`src/rtl/uart_pkg.sv`:
```
// Shared definitions for the debug-unit UART: FSM encodings, framing
// constants and the baud divisor computation.
package uart_pkg;

    typedef enum logic [1:0] {
        RX_IDLE  = 2'd0,
        RX_START = 2'd1,
        RX_DATA  = 2'd2,
        RX_STOP  = 2'd3
    } rx_state_t;

    typedef enum logic [1:0] {
        TX_IDLE  = 2'd0,
        TX_START = 2'd1,
        TX_DATA  = 2'd2,
        TX_STOP  = 2'd3
    } tx_state_t;

    localparam int SYNC_STAGES = 2;
    localparam int DATA_BITS   = 8;

    function automatic int calc_clks_per_bit(input int clk_hz, input int baud);
        return clk_hz / baud;
    endfunction

endpackage

```
`src/rtl/uart_bit_timer.sv`:
```
// Bit-period down-counter: load restarts a full (or half) bit period and
// tick flags the last cycle of that period.
module uart_bit_timer
    import uart_pkg::*;
#(
    parameter int CLKS_PER_BIT = 16
) (
    input  logic clk,
    input  logic n_reset,
    input  logic load,
    input  logic half,
    output logic tick
);

    localparam int CNT_W = $clog2(CLKS_PER_BIT);
    localparam logic [CNT_W-1:0] FULL_LOAD = CNT_W'(CLKS_PER_BIT - 1);
    localparam logic [CNT_W-1:0] HALF_LOAD = CNT_W'(CLKS_PER_BIT / 2 - 1);

    logic [CNT_W-1:0] count_reg;
    logic [CNT_W-1:0] count_next;

    always_comb begin
        count_next = count_reg;
        if (load) begin
            count_next = half ? HALF_LOAD : FULL_LOAD;
        end else if (count_reg != '0) begin
            count_next = count_reg - 1'b1;
        end
    end

    always_ff @(posedge clk) begin
        if (!n_reset) begin
            count_reg <= '0;
        end else begin
            count_reg <= count_next;
        end
    end

    assign tick = (count_reg == '0);

endmodule

```
`src/rtl/uart_transceiver.sv`:
```
// Full-duplex 8N1 UART for the debug unit. RX and TX are fully independent
// state machines, each paced by its own bit timer.
module uart_transceiver
    import uart_pkg::*;
#(
    parameter int CLK_HZ = 1_600_000,
    parameter int BAUD   = 100_000
) (
    input  logic       clk,
    input  logic       n_reset,
    input  logic       rx,
    output logic       tx,
    output logic       rx_ready,
    output logic [7:0] rx_data,
    output logic       rx_frame_err,
    input  logic       tx_write,
    input  logic [7:0] tx_data,
    output logic       tx_finished,
    output logic       tx_busy
);

    localparam int CLKS_PER_BIT = calc_clks_per_bit(CLK_HZ, BAUD);

    generate
        if ((CLK_HZ % BAUD) != 0 || CLKS_PER_BIT < 4) begin : g_bad_baud
            $fatal(1, "uart_transceiver: CLK_HZ/BAUD must be an integer >= 4");
        end
    endgenerate

    // Two-stage synchronizer; resets to the idle line level
    logic [SYNC_STAGES-1:0] sync_reg;
    logic                   rx_s;

    generate
        for (genvar gi = 0; gi < SYNC_STAGES; gi++) begin : g_sync
            always_ff @(posedge clk) begin
                if (!n_reset) begin
                    sync_reg[gi] <= 1'b1;
                end else if (gi == 0) begin
                    sync_reg[gi] <= rx;
                end else begin
                    sync_reg[gi] <= sync_reg[(gi == 0) ? 0 : gi-1];
                end
            end
        end
    endgenerate

    assign rx_s = sync_reg[SYNC_STAGES-1];

    rx_state_t              rx_state_reg, rx_state_next;
    logic [DATA_BITS-1:0]   rx_shift_reg, rx_shift_next;
    logic [2:0]             rx_bit_reg, rx_bit_next;
    logic [DATA_BITS-1:0]   rx_data_reg, rx_data_next;
    logic                   rx_ready_reg, rx_ready_next;
    logic                   rx_err_reg, rx_err_next;
    logic                   rx_load, rx_half, rx_tick;

    tx_state_t              tx_state_reg, tx_state_next;
    logic [DATA_BITS-1:0]   tx_shift_reg, tx_shift_next;
    logic [2:0]             tx_bit_reg, tx_bit_next;
    logic                   tx_reg, tx_next;
    logic                   tx_busy_reg, tx_busy_next;
    logic                   tx_fin_reg, tx_fin_next;
    logic                   tx_load, tx_tick;

    uart_bit_timer #(.CLKS_PER_BIT(CLKS_PER_BIT)) u_rx_timer (
        .clk     (clk),
        .n_reset (n_reset),
        .load    (rx_load),
        .half    (rx_half),
        .tick    (rx_tick)
    );

    uart_bit_timer #(.CLKS_PER_BIT(CLKS_PER_BIT)) u_tx_timer (
        .clk     (clk),
        .n_reset (n_reset),
        .load    (tx_load),
        .half    (1'b0),
        .tick    (tx_tick)
    );

    // RX returns to idle in the middle of the stop bit so the next start
    // edge of a back-to-back frame is never missed.
    always_comb begin
        rx_state_next = rx_state_reg;
        rx_shift_next = rx_shift_reg;
        rx_bit_next   = rx_bit_reg;
        rx_data_next  = rx_data_reg;
        rx_ready_next = 1'b0;
        rx_err_next   = 1'b0;
        rx_load       = 1'b0;
        rx_half       = 1'b0;
        case (rx_state_reg)
            RX_IDLE: begin
                if (!rx_s) begin
                    rx_load       = 1'b1;
                    rx_half       = 1'b1;
                    rx_state_next = RX_START;
                end
            end
            RX_START: begin
                if (rx_tick) begin
                    if (rx_s) begin
                        rx_state_next = RX_IDLE;
                    end else begin
                        rx_load       = 1'b1;
                        rx_bit_next   = 3'd0;
                        rx_state_next = RX_DATA;
                    end
                end
            end
            RX_DATA: begin
                if (rx_tick) begin
                    rx_load       = 1'b1;
                    rx_shift_next = {rx_s, rx_shift_reg[DATA_BITS-1:1]};
                    if (rx_bit_reg == 3'(DATA_BITS - 1)) begin
                        rx_state_next = RX_STOP;
                    end else begin
                        rx_bit_next = rx_bit_reg + 3'd1;
                    end
                end
            end
            RX_STOP: begin
                if (rx_tick) begin
                    if (rx_s) begin
                        rx_data_next  = rx_shift_reg;
                        rx_ready_next = 1'b1;
                    end else begin
                        rx_err_next = 1'b1;
                    end
                    rx_state_next = RX_IDLE;
                end
            end
            default: rx_state_next = RX_IDLE;
        endcase
    end

    // tx_next is the line level for the coming bit, registered on the edge
    // where the state changes so every level lasts one full bit period.
    always_comb begin
        tx_state_next = tx_state_reg;
        tx_shift_next = tx_shift_reg;
        tx_bit_next   = tx_bit_reg;
        tx_next       = tx_reg;
        tx_busy_next  = tx_busy_reg;
        tx_fin_next   = 1'b0;
        tx_load       = 1'b0;
        case (tx_state_reg)
            TX_IDLE: begin
                tx_next = 1'b1;
                if (tx_write) begin
                    tx_shift_next = tx_data;
                    tx_busy_next  = 1'b1;
                    tx_next       = 1'b0;
                    tx_load       = 1'b1;
                    tx_state_next = TX_START;
                end
            end
            TX_START: begin
                if (tx_tick) begin
                    tx_load       = 1'b1;
                    tx_next       = tx_shift_reg[0];
                    tx_shift_next = {1'b0, tx_shift_reg[DATA_BITS-1:1]};
                    tx_bit_next   = 3'd0;
                    tx_state_next = TX_DATA;
                end
            end
            TX_DATA: begin
                if (tx_tick) begin
                    tx_load = 1'b1;
                    if (tx_bit_reg == 3'(DATA_BITS - 1)) begin
                        tx_next       = 1'b1;
                        tx_state_next = TX_STOP;
                    end else begin
                        tx_next       = tx_shift_reg[0];
                        tx_shift_next = {1'b0, tx_shift_reg[DATA_BITS-1:1]};
                        tx_bit_next   = tx_bit_reg + 3'd1;
                    end
                end
            end
            TX_STOP: begin
                if (tx_tick) begin
                    tx_next       = 1'b1;
                    tx_busy_next  = 1'b0;
                    tx_fin_next   = 1'b1;
                    tx_state_next = TX_IDLE;
                end
            end
            default: tx_state_next = TX_IDLE;
        endcase
    end

    always_ff @(posedge clk) begin
        if (!n_reset) begin
            rx_state_reg <= RX_IDLE;
            rx_shift_reg <= '0;
            rx_bit_reg   <= '0;
            rx_data_reg  <= '0;
            rx_ready_reg <= 1'b0;
            rx_err_reg   <= 1'b0;
            tx_state_reg <= TX_IDLE;
            tx_shift_reg <= '0;
            tx_bit_reg   <= '0;
            tx_reg       <= 1'b1;
            tx_busy_reg  <= 1'b0;
            tx_fin_reg   <= 1'b0;
        end else begin
            rx_state_reg <= rx_state_next;
            rx_shift_reg <= rx_shift_next;
            rx_bit_reg   <= rx_bit_next;
            rx_data_reg  <= rx_data_next;
            rx_ready_reg <= rx_ready_next;
            rx_err_reg   <= rx_err_next;
            tx_state_reg <= tx_state_next;
            tx_shift_reg <= tx_shift_next;
            tx_bit_reg   <= tx_bit_next;
            tx_reg       <= tx_next;
            tx_busy_reg  <= tx_busy_next;
            tx_fin_reg   <= tx_fin_next;
        end
    end

    assign tx           = tx_reg;
    assign tx_busy      = tx_busy_reg;
    assign tx_finished  = tx_fin_reg;
    assign rx_ready     = rx_ready_reg;
    assign rx_data      = rx_data_reg;
    assign rx_frame_err = rx_err_reg;

endmodule

```
`config.mk`:
```
export PLATFORM = sky130hd
export DESIGN_NAME = uart_transceiver
export DESIGN_NICKNAME = d
export VERILOG_FILES = /design/src/rtl/uart_pkg.sv /design/src/rtl/uart_bit_timer.sv /design/src/rtl/uart_transceiver.sv
export SDC_FILE = /design/constraint.sdc
export NUM_CORES = 1
export LEC_CHECK = 0
export BUFFER_PORTS_ARGS = -buffer_cell sky130_fd_sc_hd__buf_2
export CORE_ASPECT_RATIO = 1.25
export CORE_MARGIN = 5
export CORE_UTILIZATION = 52
export CTS_BUF_LIST = sky130_fd_sc_hd__clkbuf_4 sky130_fd_sc_hd__clkbuf_8 sky130_fd_sc_hd__clkbuf_16
export DETAILED_ROUTE_END_ITERATION = 10
export GPL_TIMING_DRIVEN = 1
export PLACE_DENSITY = 0.74
export SLEW_MARGIN = 20
export SYNTH_ARGS = -nofsm -noshare
export SYNTH_HDL_FRONTEND = slang
export SYNTH_HIERARCHICAL = 1
export SYNTH_SLANG_ARGS = --single-unit
```
`constraint.sdc`:
```
create_clock -name clk -period 3.8 [get_ports clk]
set_clock_uncertainty 0.2 [all_clocks]
set_input_delay 0.38 -clock clk [delete_from_list [all_inputs] [get_ports clk]]
set_output_delay 0.38 -clock clk [all_outputs]
set_load 0.01 [all_outputs]
```
==> results.ini <==
[layout]
final_core_util_pct=58.8
synthToLayoutAreaGrowth_pct=10.1
n_fill_cell=406
num_antenna_cells=0
final_cells=341
final_net_count=306
drive_above_1_share_pct=17.7
mostFrequentLayoutCells=nand2_1 (52), dfxtp_1 (49), a21oi_1 (26)
final_common_cell=nand2_1

[sta]
slew_headroom_pct=50.5
worst_pin_slew_ns=0.742
totalNegativeSetupSlack_ns=0
setup_violations=0
period_minus_slack_ns=2.37
min_period_over_period_pct=62.2
grt_setup_unrepaired=false
slew_viol_final=0
hold_viol_final=0
fmax_mhz=423

[drt]
wl_per_cell_um=11.5
drtAntennaViolNets=0
drc=0
drt_iter0_markers=91
firstDrtPassIters=4
detail_route.vias_per_cell=5.20
wl_um=3910
vias=1772

[setup_path]
critical_path_class=reg -> reg
crit_start=u_rx_timer/count_reg[0]
cp-start-kind=register
cp_max_fo=18
r2r_cells=7
crit_slowest_cell=nor3b_4
worst_ep_required_time_ns=3.80
path_buf_inv=1
max_stage_delay_ns=0.65
cp-end-kind=register
cp.arrival_ns=2.36
r2r_slack_ns=1.43
worstPathCellList=inv_1, ha_1, nor3b_4, nand3b_2, o21ai_0, nand3b_1, o41ai_1
r2r-start=u_rx_timer/count_reg[0]
reg2reg_to=u_rx_timer/count_reg[3]
cpLargestDelayFamily=simple AND/OR/NAND/NOR gates

[yosys]
ys_ff_latch=49
synth.avg_cell_area_um2=8.94
synthMuxAreaShare_pct=10.2
synth-simple-area-share_pct=21.6
synth_warnings=6
synth_xor_area_share_pct=1.49
syn_inst=262
synthAdderAreaFrac_pct=6.41
synthFlopType=dfxtp_1
synthArstFlopShare_pct=0
seq_area_frac_synth_pct=41.9
syn_area_um2=2340
synth_edf_count=0
yosysUniqueCellTypes=41
syn_nets=286
synth_compound_area_share_pct=13.8
synth_top_family_by_area=simple AND/OR/NAND/NOR gates

[die]
dieWidth_um=70.0
rows=27
ioPinCount=25
dieHeight_um=85.1
fp.coreArea_um2=4390
die-area_um2=5960
start_util_pct=53.4

[clocking]
hold_buffers=0
cts_sinks=49
clock_latency_ns=0.30
cts.repair.resized=0
numCtsBuffers=5
cts_tree=yes
cts.clk_slew.worst_paths_ns=0.09
clockBufferDepth=2
cts_htree_levels=2
cts_root_buffer=clkbuf_8
postCtsSetupBuffers=0

[global_route]
first_global_vias=1645
gr-max-usage-layer=met2
grt_overflow_total=0
grt_use_met2_pct=23.4
met1_usage_pct=17.5
grt_start_max_net_pins=37
gr-usage-met3_pct=3.79
grt_pass1_wl_um=7030
track_usage_pct=14.1
antenna_found_initial=0

[run_status]
outcome=complete, no violations

[placement]
port_buffers=24
gp_congestion=0.803
hpwlAfterDp_um=2830
place_inst=333

[flow_run]
maxCapViolations=0

[hold_path]
hp-start=rx
min_delay_worst_endpoint=sync_reg[0]
holdCritPathClass=in -> reg
hold_path_depth=2

[power_and_ir_drop]
ir_worst_vdd_mv=0.375
p_per_area_nw_per_um2=623
p_leak_nw=1.06

==> cells by family (layout without fill, tap and decap cells) <==
logic type	Yosys count	in the layout
simple gates	100	100
flops	49	49
compound gates	48	48
buf+inv	25	46
mux	23	23
fa+ha+maj	12	12
xor+xnor	4	4
other cells	1	1
==> where the power goes <==
part / internal [mW] / switching [mW] / total, mW
Clock: 0.134 / 0.183 / 0.317
Sequential: 0.613 / 0.0741 / 0.687
Combinational: 0.291 / 0.314 / 0.606
Total: 1.04 / 0.572 / 1.61
==> worst max-delay path by stage <==
stage	endpoint	slack, ns	depth (start not counted)
floorplan	u_tx_timer/count_reg[3]	1.98	8
global placement	u_rx_timer/count_reg[3]	1.52	7
detailed placement	u_rx_timer/count_reg[2]	1.46	7
CTS	u_rx_timer/count_reg[2]	1.44	7
global route	u_rx_timer/count_reg[2]	1.16	7
finish	u_rx_timer/count_reg[3]	1.43	7
==> area by class of cell <==
| cell class | instances | area [um2] | area share [%] |
|---|---|---|---|
| Clock inverter | 3 | 26.3 | 1.02 |
| Sequential cell | 49 | 981 | 38.0 |
| Tap cell | 58 | 72.6 | 2.81 |
| Timing Repair Buffer | 25 | 128 | 4.94 |
| Clock buffer | 5 | 68.8 | 2.67 |
| Inverter | 13 | 48.8 | 1.89 |
| Multi-Input combinational cell | 188 | 1260 | 48.7 |
==> routing by layer <==
layer / wire length [um] / up-vias / share of wire [%]
met4: 65 / 0 / 1.7
li1: - / 936 / -
met1: 1840 / 798 / 47
met2: 1800 / 32 / 46
met5: 0 / - / 0
met3: 202 / 6 / 5.2
==> worst reg2reg max path, stage by stage, from the launching register on <==
cell and delay, ns:
dfxtp_1 0.34, inv_1 0.06, ha_1 0.18, nor3b_4 0.65
nand3b_2 0.32, o21ai_0 0.31, nand3b_1 0.12, o41ai_1 0.09
==> cell usage after synthesis, types with 3 or more instances <==
library cell	count	area share [%]
a21oi_1	26	5.6
buf_2	7	1.5
clkbuf_1	4	0.64
dfxtp_1	49	42
ha_1	12	6.4
inv_1	12	1.9
mux2_2	7	3.4
mux2i_1	16	6.8
nand2_1	52	8.3
nand2b_1	3	0.80
nand3_1	11	2.3
nand3b_1	8	2.6
nor2_1	9	1.4
nor3_1	3	0.64
nor3b_1	3	0.96
o21a_1	5	1.6
o21ai_0	4	0.85
xnor2_1	4	1.5
==> stage by stage <==
| step | setup slack (ns) | area, um2 | hold slack [ns] | power [mW] |
|---|---|---|---|---|
| final | 1.43 | 2580 | 0.0605 | 1.61 |
| after global routing | 1.16 | 2580 | 0.0545 | 1.73 |
| after CTS | 1.44 | 2580 | 0.0556 | 1.62 |
| after detailed placement | 1.46 | 2490 | 0.194 | 1.30 |
| after global placement | 1.52 | 2490 | 0.194 | 1.29 |
| after floorplan | 1.98 | 2340 | 0.186 | 1.21 |
Note: power is estimated with default switching activity, not from simulation.
